==> src/rtl/pipeline_hazard_ctrl_pkg.sv <==
// Shared types and limits for the pipeline hazard controller.
// Holds FSM encoding, wait limit, counter width and the load-use test.
package pipeline_hazard_ctrl_pkg;

  localparam int CNT_W  = 16;
  localparam int WAIT_W = 8;
  localparam logic [WAIT_W-1:0] WAIT_LIMIT = 8'd255;

  typedef enum logic [1:0] {
    RUN      = 2'd0,
    MEM_WAIT = 2'd1,
    TIMEOUT  = 2'd2,
    ILLEGAL  = 2'd3
  } state_e;

  typedef struct packed {
    logic pc;
    logic ifid;
    logic idex;
    logic exmem;
  } we_t;

  typedef struct packed {
    logic ifid;
    logic idex;
  } flush_t;

  function automatic logic load_use(
    input logic       mem_read,
    input logic [4:0] ex_rd,
    input logic [4:0] rs,
    input logic       uses_rs,
    input logic [4:0] rt,
    input logic       uses_rt
  );
    return mem_read && (ex_rd != 5'd0) &&
           ((uses_rs && (rs == ex_rd)) ||
            (uses_rt && (rt == ex_rd)));
  endfunction

endpackage

==> src/rtl/pipeline_hazard_ctrl_sat_counter.sv <==
// Saturating up-counter with increment enable and synchronous clear.
// Ports: Clock, Clear (sync), Inc (enable), Count (sticks at all-ones).
module sat_counter #(
  parameter int W = 16
) (
  input  logic         Clock,
  input  logic         Clear,
  input  logic         Inc,
  output logic [W-1:0] Count
);

  always_ff @(posedge Clock) begin
    if (Clear) begin
      Count <= '0;
    end else if (Inc && (Count != '1)) begin
      Count <= Count + W'(1);
    end
  end

endmodule

==> src/rtl/pipeline_hazard_ctrl.sv <==
// Stall/flush controller for a 5-stage pipeline with memory-wait timeout.
// In: ID/EX hazard info, branch/jump, MemStall. Out: WEs, flushes, perf.
module pipeline_hazard_ctrl
  import pipeline_hazard_ctrl_pkg::*;
(
  input  logic             Clock,
  input  logic             Reset,
  input  logic [4:0]       ID_Rs,
  input  logic [4:0]       ID_Rt,
  input  logic             ID_UsesRs,
  input  logic             ID_UsesRt,
  input  logic             EX_MemRead,
  input  logic [4:0]       EX_Rd,
  input  logic             EX_BranchTaken,
  input  logic             ID_Jump,
  input  logic             MemStall,
  output logic             PC_WE,
  output logic             IFID_WE,
  output logic             IDEX_WE,
  output logic             EXMEM_WE,
  output logic             IFID_Flush,
  output logic             IDEX_Flush,
  output logic             Timeout,
  output logic [CNT_W-1:0] StallCycles,
  output logic [CNT_W-1:0] FlushCount,
  output logic [1:0]       State
);

  state_e            state_q, state_d;
  logic [WAIT_W-1:0] wait_q, wait_d;
  logic              timeout_q, set_to;
  logic              hazard;
  we_t               run_we, we;
  flush_t            run_fl, fl;

  assign hazard = load_use(EX_MemRead, EX_Rd, ID_Rs,
                           ID_UsesRs, ID_Rt, ID_UsesRt);

  // Free-running response, used whenever the pipeline may advance.
  always_comb begin
    run_we = '{pc: 1'b1, ifid: 1'b1, idex: 1'b1, exmem: 1'b1};
    run_fl = '0;
    if (EX_BranchTaken) begin
      run_fl = '{ifid: 1'b1, idex: 1'b1};
    end else if (hazard) begin
      // Jump waits: the flush follows once the bubble is inserted.
      run_we.pc   = 1'b0;
      run_we.ifid = 1'b0;
      run_fl.idex = 1'b1;
    end else if (ID_Jump) begin
      run_fl.ifid = 1'b1;
    end
  end

  always_comb begin
    state_d = state_q;
    wait_d  = wait_q;
    set_to  = 1'b0;
    we      = '{pc: 1'b1, ifid: 1'b1, idex: 1'b1, exmem: 1'b1};
    fl      = '0;
    if (!Reset) begin
      unique case (state_q)
        RUN: begin
          if (MemStall) begin
            we      = '0;
            state_d = MEM_WAIT;
            wait_d  = '0;
          end else begin
            we = run_we;
            fl = run_fl;
          end
        end
        MEM_WAIT: begin
          if (MemStall) begin
            we = '0;
            if (wait_q == WAIT_LIMIT) begin
              state_d = TIMEOUT;
              set_to  = 1'b1;
            end else begin
              wait_d = wait_q + 8'd1;
            end
          end else begin
            we      = run_we;
            fl      = run_fl;
            state_d = RUN;
          end
        end
        TIMEOUT: begin
          we = '0;
        end
        default: begin
          we      = run_we;
          fl      = run_fl;
          state_d = RUN;
        end
      endcase
    end
  end

  always_ff @(posedge Clock) begin
    if (Reset) begin
      state_q   <= RUN;
      wait_q    <= '0;
      timeout_q <= 1'b0;
    end else begin
      state_q <= state_d;
      wait_q  <= wait_d;
      if (set_to) timeout_q <= 1'b1;
    end
  end

  sat_counter #(.W(CNT_W)) u_stall_cnt (
    .Clock (Clock),
    .Clear (Reset),
    .Inc   (~we.pc),
    .Count (StallCycles)
  );

  sat_counter #(.W(CNT_W)) u_flush_cnt (
    .Clock (Clock),
    .Clear (Reset),
    .Inc   (fl.ifid | fl.idex),
    .Count (FlushCount)
  );

  assign PC_WE      = we.pc;
  assign IFID_WE    = we.ifid;
  assign IDEX_WE    = we.idex;
  assign EXMEM_WE   = we.exmem;
  assign IFID_Flush = fl.ifid;
  assign IDEX_Flush = fl.idex;
  assign Timeout    = timeout_q;
  assign State      = state_q;

endmodule
==> config.mk <==
export PLATFORM = sky130hd
export DESIGN_NAME = pipeline_hazard_ctrl
export DESIGN_NICKNAME = d
export VERILOG_FILES = /design/src/rtl/pipeline_hazard_ctrl_pkg.sv /design/src/rtl/pipeline_hazard_ctrl_sat_counter.sv /design/src/rtl/pipeline_hazard_ctrl.sv
export SDC_FILE = /design/constraint.sdc
export NUM_CORES = 1
export LEC_CHECK = 0
export ABC_AREA = 1
export CORE_MARGIN = 1
export CORE_UTILIZATION = 33
export CTS_BUF_LIST = sky130_fd_sc_hd__clkbuf_16
export CTS_CLUSTER_DIAMETER = 200
export CTS_CLUSTER_SIZE = 12
export DETAILED_ROUTE_END_ITERATION = 6
export PLACE_DENSITY = 0.54
export SYNTH_ARGS = -nofsm -noshare
export SYNTH_HDL_FRONTEND = slang
export SYNTH_SLANG_ARGS = --single-unit
==> constraint.sdc <==
create_clock -name Clock -period 3.5 [get_ports Clock]
set_clock_uncertainty 0.1 [all_clocks]
set_input_delay 0.7 -clock Clock [delete_from_list [all_inputs] [get_ports Clock]]
set_output_delay 0.7 -clock Clock [all_outputs]
set_load 0.02 [all_outputs]
==> results.cfg <==
[status]
status = finished, final reports clean

[setup_path]
path_class = primary input to primary output
cp_max_fo = 3
cp.arrival_ns = 2.55
crit_required_ns = 2.70
cp-end-kind = primary output
rr_worst_depth = 10
cp-start-kind = primary input

[yosys]
synth_compound_area_share_pct = 8.867
synth_top_area_cell = dfxtp_1
synth_mux_area_share_pct = 0
synth_area_mm2 = 0.002639
synth_fa_ha_area_share_pct = 1.422
synth.area.top_cells = dfxtp_1, nand2_1, nand3_1
ys_types = 30
yosysWarningCount = 0
synth_top_area_share_pct = 32.62
synth_top_family_by_area = simple AND/OR/NAND/NOR gates
ys_seq_area_share_pct = 32.62
synthSimpleGateAreaFrac_pct = 36.75
synth_nets = 420
syn_avg_cell_area_um2 = 6.697
synthCells = 394
synth_xor_area_share_pct = 8.962
ys_ff_latch = 43

[drt]
totalWireLength_mm = 6.418
drc = 0
drt_iter0_drc = 108
vias = 2604
detail_route.wl_per_cell_um = 11.52
first_pass_iters = 4
vias_per_cell = 4.675
antenna_left = 0

[sta]
slew_headroom_pct = 59.68
fmax_mhz = 298.8
setup_violations = 0
timing.final.crit_share_pct = 95.64
slew_viol_final = 0
finalCriticalPeriod_ns = 3.347
finalWorstSetupSlack_ns = 0.1527
worstMarginPinSlew_ns = 0.5985
hold_viol = 0
rsz0062_at_grt = no
hold_ws_ns = 0.3490
final.setup.tns_ns = 0

[clocking]
post-cts-setup-buffers = 0
root_buffer = clkbuf_16
cts_tree = done
ctsHoldBuffers = 0
clockBufferDepth = 2
cts_buffers = 5
cts_sinks = 43
post_cts_resized = 0
clk_pin_slew_ns = 0.06
h-tree-depth = 2
clock_latency_ns = 0.28

[placement]
place_congestion = 0.7907
io_buffers = 63
dp_hpwl_mm = 4.722
dp_worst_setup_slack_ns = 0.1635

[min_path]
whs_path_depth = 2
min_path_type = register to register

[floorplanning]
coreArea_mm2 = 0.007727
die_y_um = 91.42
die_w_um = 91.42
dieArea_mm2 = 0.008358
fp-row-count = 32
io_pins = 64
floorplan.initialDensity_pct = 34.15

[pwr]
leakage_nw = 1.374
powerDensity_mw_per_mm2 = 317.3
total_power_w = 0.001095
peakVddDrop_mv = 0.2104

[grt]
grt_pass1_vias = 2459
grt_pass1_wl_mm = 11.23
grtUsageTotal_pct = 16.22
grt_overflow_total = 0
grt_antenna_before_repair = 0
grt_max_degree = 20

[final_layout]
finalNetCount = 480
regArea_um2 = 860.8
layout_common_cells = nand2_1, clkdlybuf4s50_1, nand3_1, inv_1, dfxtp_1
utilization_pct = 44.64
final_common_cell = nand2_1
multi_input_area_mm2 = 0.001478
diodes = 0
fillers = 809
layout-drive-gt1-share_pct = 5.714
syn2layout_area_growth_pct = 30.73

[run]
maxCapViolCount = 0
-- flip-flops by register name (all words and copies together), names as in the netlist --
name / cells
u_flush_cnt.Count: 16
State: 2
Timeout: 1
u_stall_cnt.Count: 16
wait_q: 8
-- path summary, 6_finish.rpt --
path / startpoint / slack, ns / to
hold / removal: Timeout / 0.35 / Timeout
setup reg to reg: u_stall_cnt.Count[0] / 1.21 / u_stall_cnt.Count[0]
setup / recovery: EX_Rd[1] / 0.15 / IDEX_Flush
hold reg to reg: Timeout / 0.35 / Timeout
-- worst max-delay path: stages --
cell and delay [ns]:
clkdlybuf4s50_1 0.51, inv_1 0.08, nand2_1 0.06, nand2_1 0.05, nor2_1 0.10, nand3_1 0.08
nand2_1 0.09, nand2_1 0.07, nand2_1 0.06, nand2_1 0.07, inv_1 0.07, clkdlybuf4s50_1 0.61
-- synthesized netlist by cell type (all sizes together) --
cell,n
a21oi,37
nor3,8
xnor2,8
nand3,49
o21ai,6
or2,2
or3,1
ha,3
buf,9
o21bai,2
clkbuf,4
xor2,19
nand4,9
dfxtp,43
nor4,3
nand2,109
inv,48
nor2,34
-- through the flow --
| stage | cells | cell area (µm²) |
|---|---|---|
| after floorplan | 394 | 2639 |
| after global placement | 549 | 3299 |
| after detailed placement | 549 | 3299 |
| after CTS | 557 | 3450 |
| after global routing | 557 | 3450 |
| final | 557 | 3450 |
-- logic make-up after synthesis --
| logic type | Yosys count |
|---|---|
| AO/OA/AOI/OAI | 45 |
| XOR/XNOR | 27 |
| adder cells (fa/ha/maj) | 3 |
| buffers and inverters | 61 |
| flip-flops | 43 |
| AND/OR/NAND/NOR | 215 |
-- metal layers --
metal  GRT usage, %  vias to the layer above  share of wire [%]
li1               -                     1384                  -
met1          21.29                     1145                 49
met2          26.07                       65                 44
met3          3.685                       10                5.7
met4          5.423                        0                1.8
met5              0                        -                  0
-- final cells by class --
| class | instances | area share (%) |
|---|---|---|
| Inverter | 48 | 5.223 |
| Clock inverter | 3 | 0.7254 |
| Sequential cell | 43 | 24.95 |
| Multi-Input combinational cell | 290 | 42.84 |
| Timing Repair Buffer | 66 | 18.93 |
| Clock buffer | 5 | 3.627 |
| Tap cell | 102 | 3.700 |
-- power breakdown --
group          internal, W  leakage, nW  switching [W]  total [W]
sequential        0.000495        0.347     0.00000653   0.000501
clock             0.000267       0.0700       0.000202   0.000469
combinational    0.0000548        0.956      0.0000697   0.000125
No activity file was read; power rests on OpenSTA's default activity.
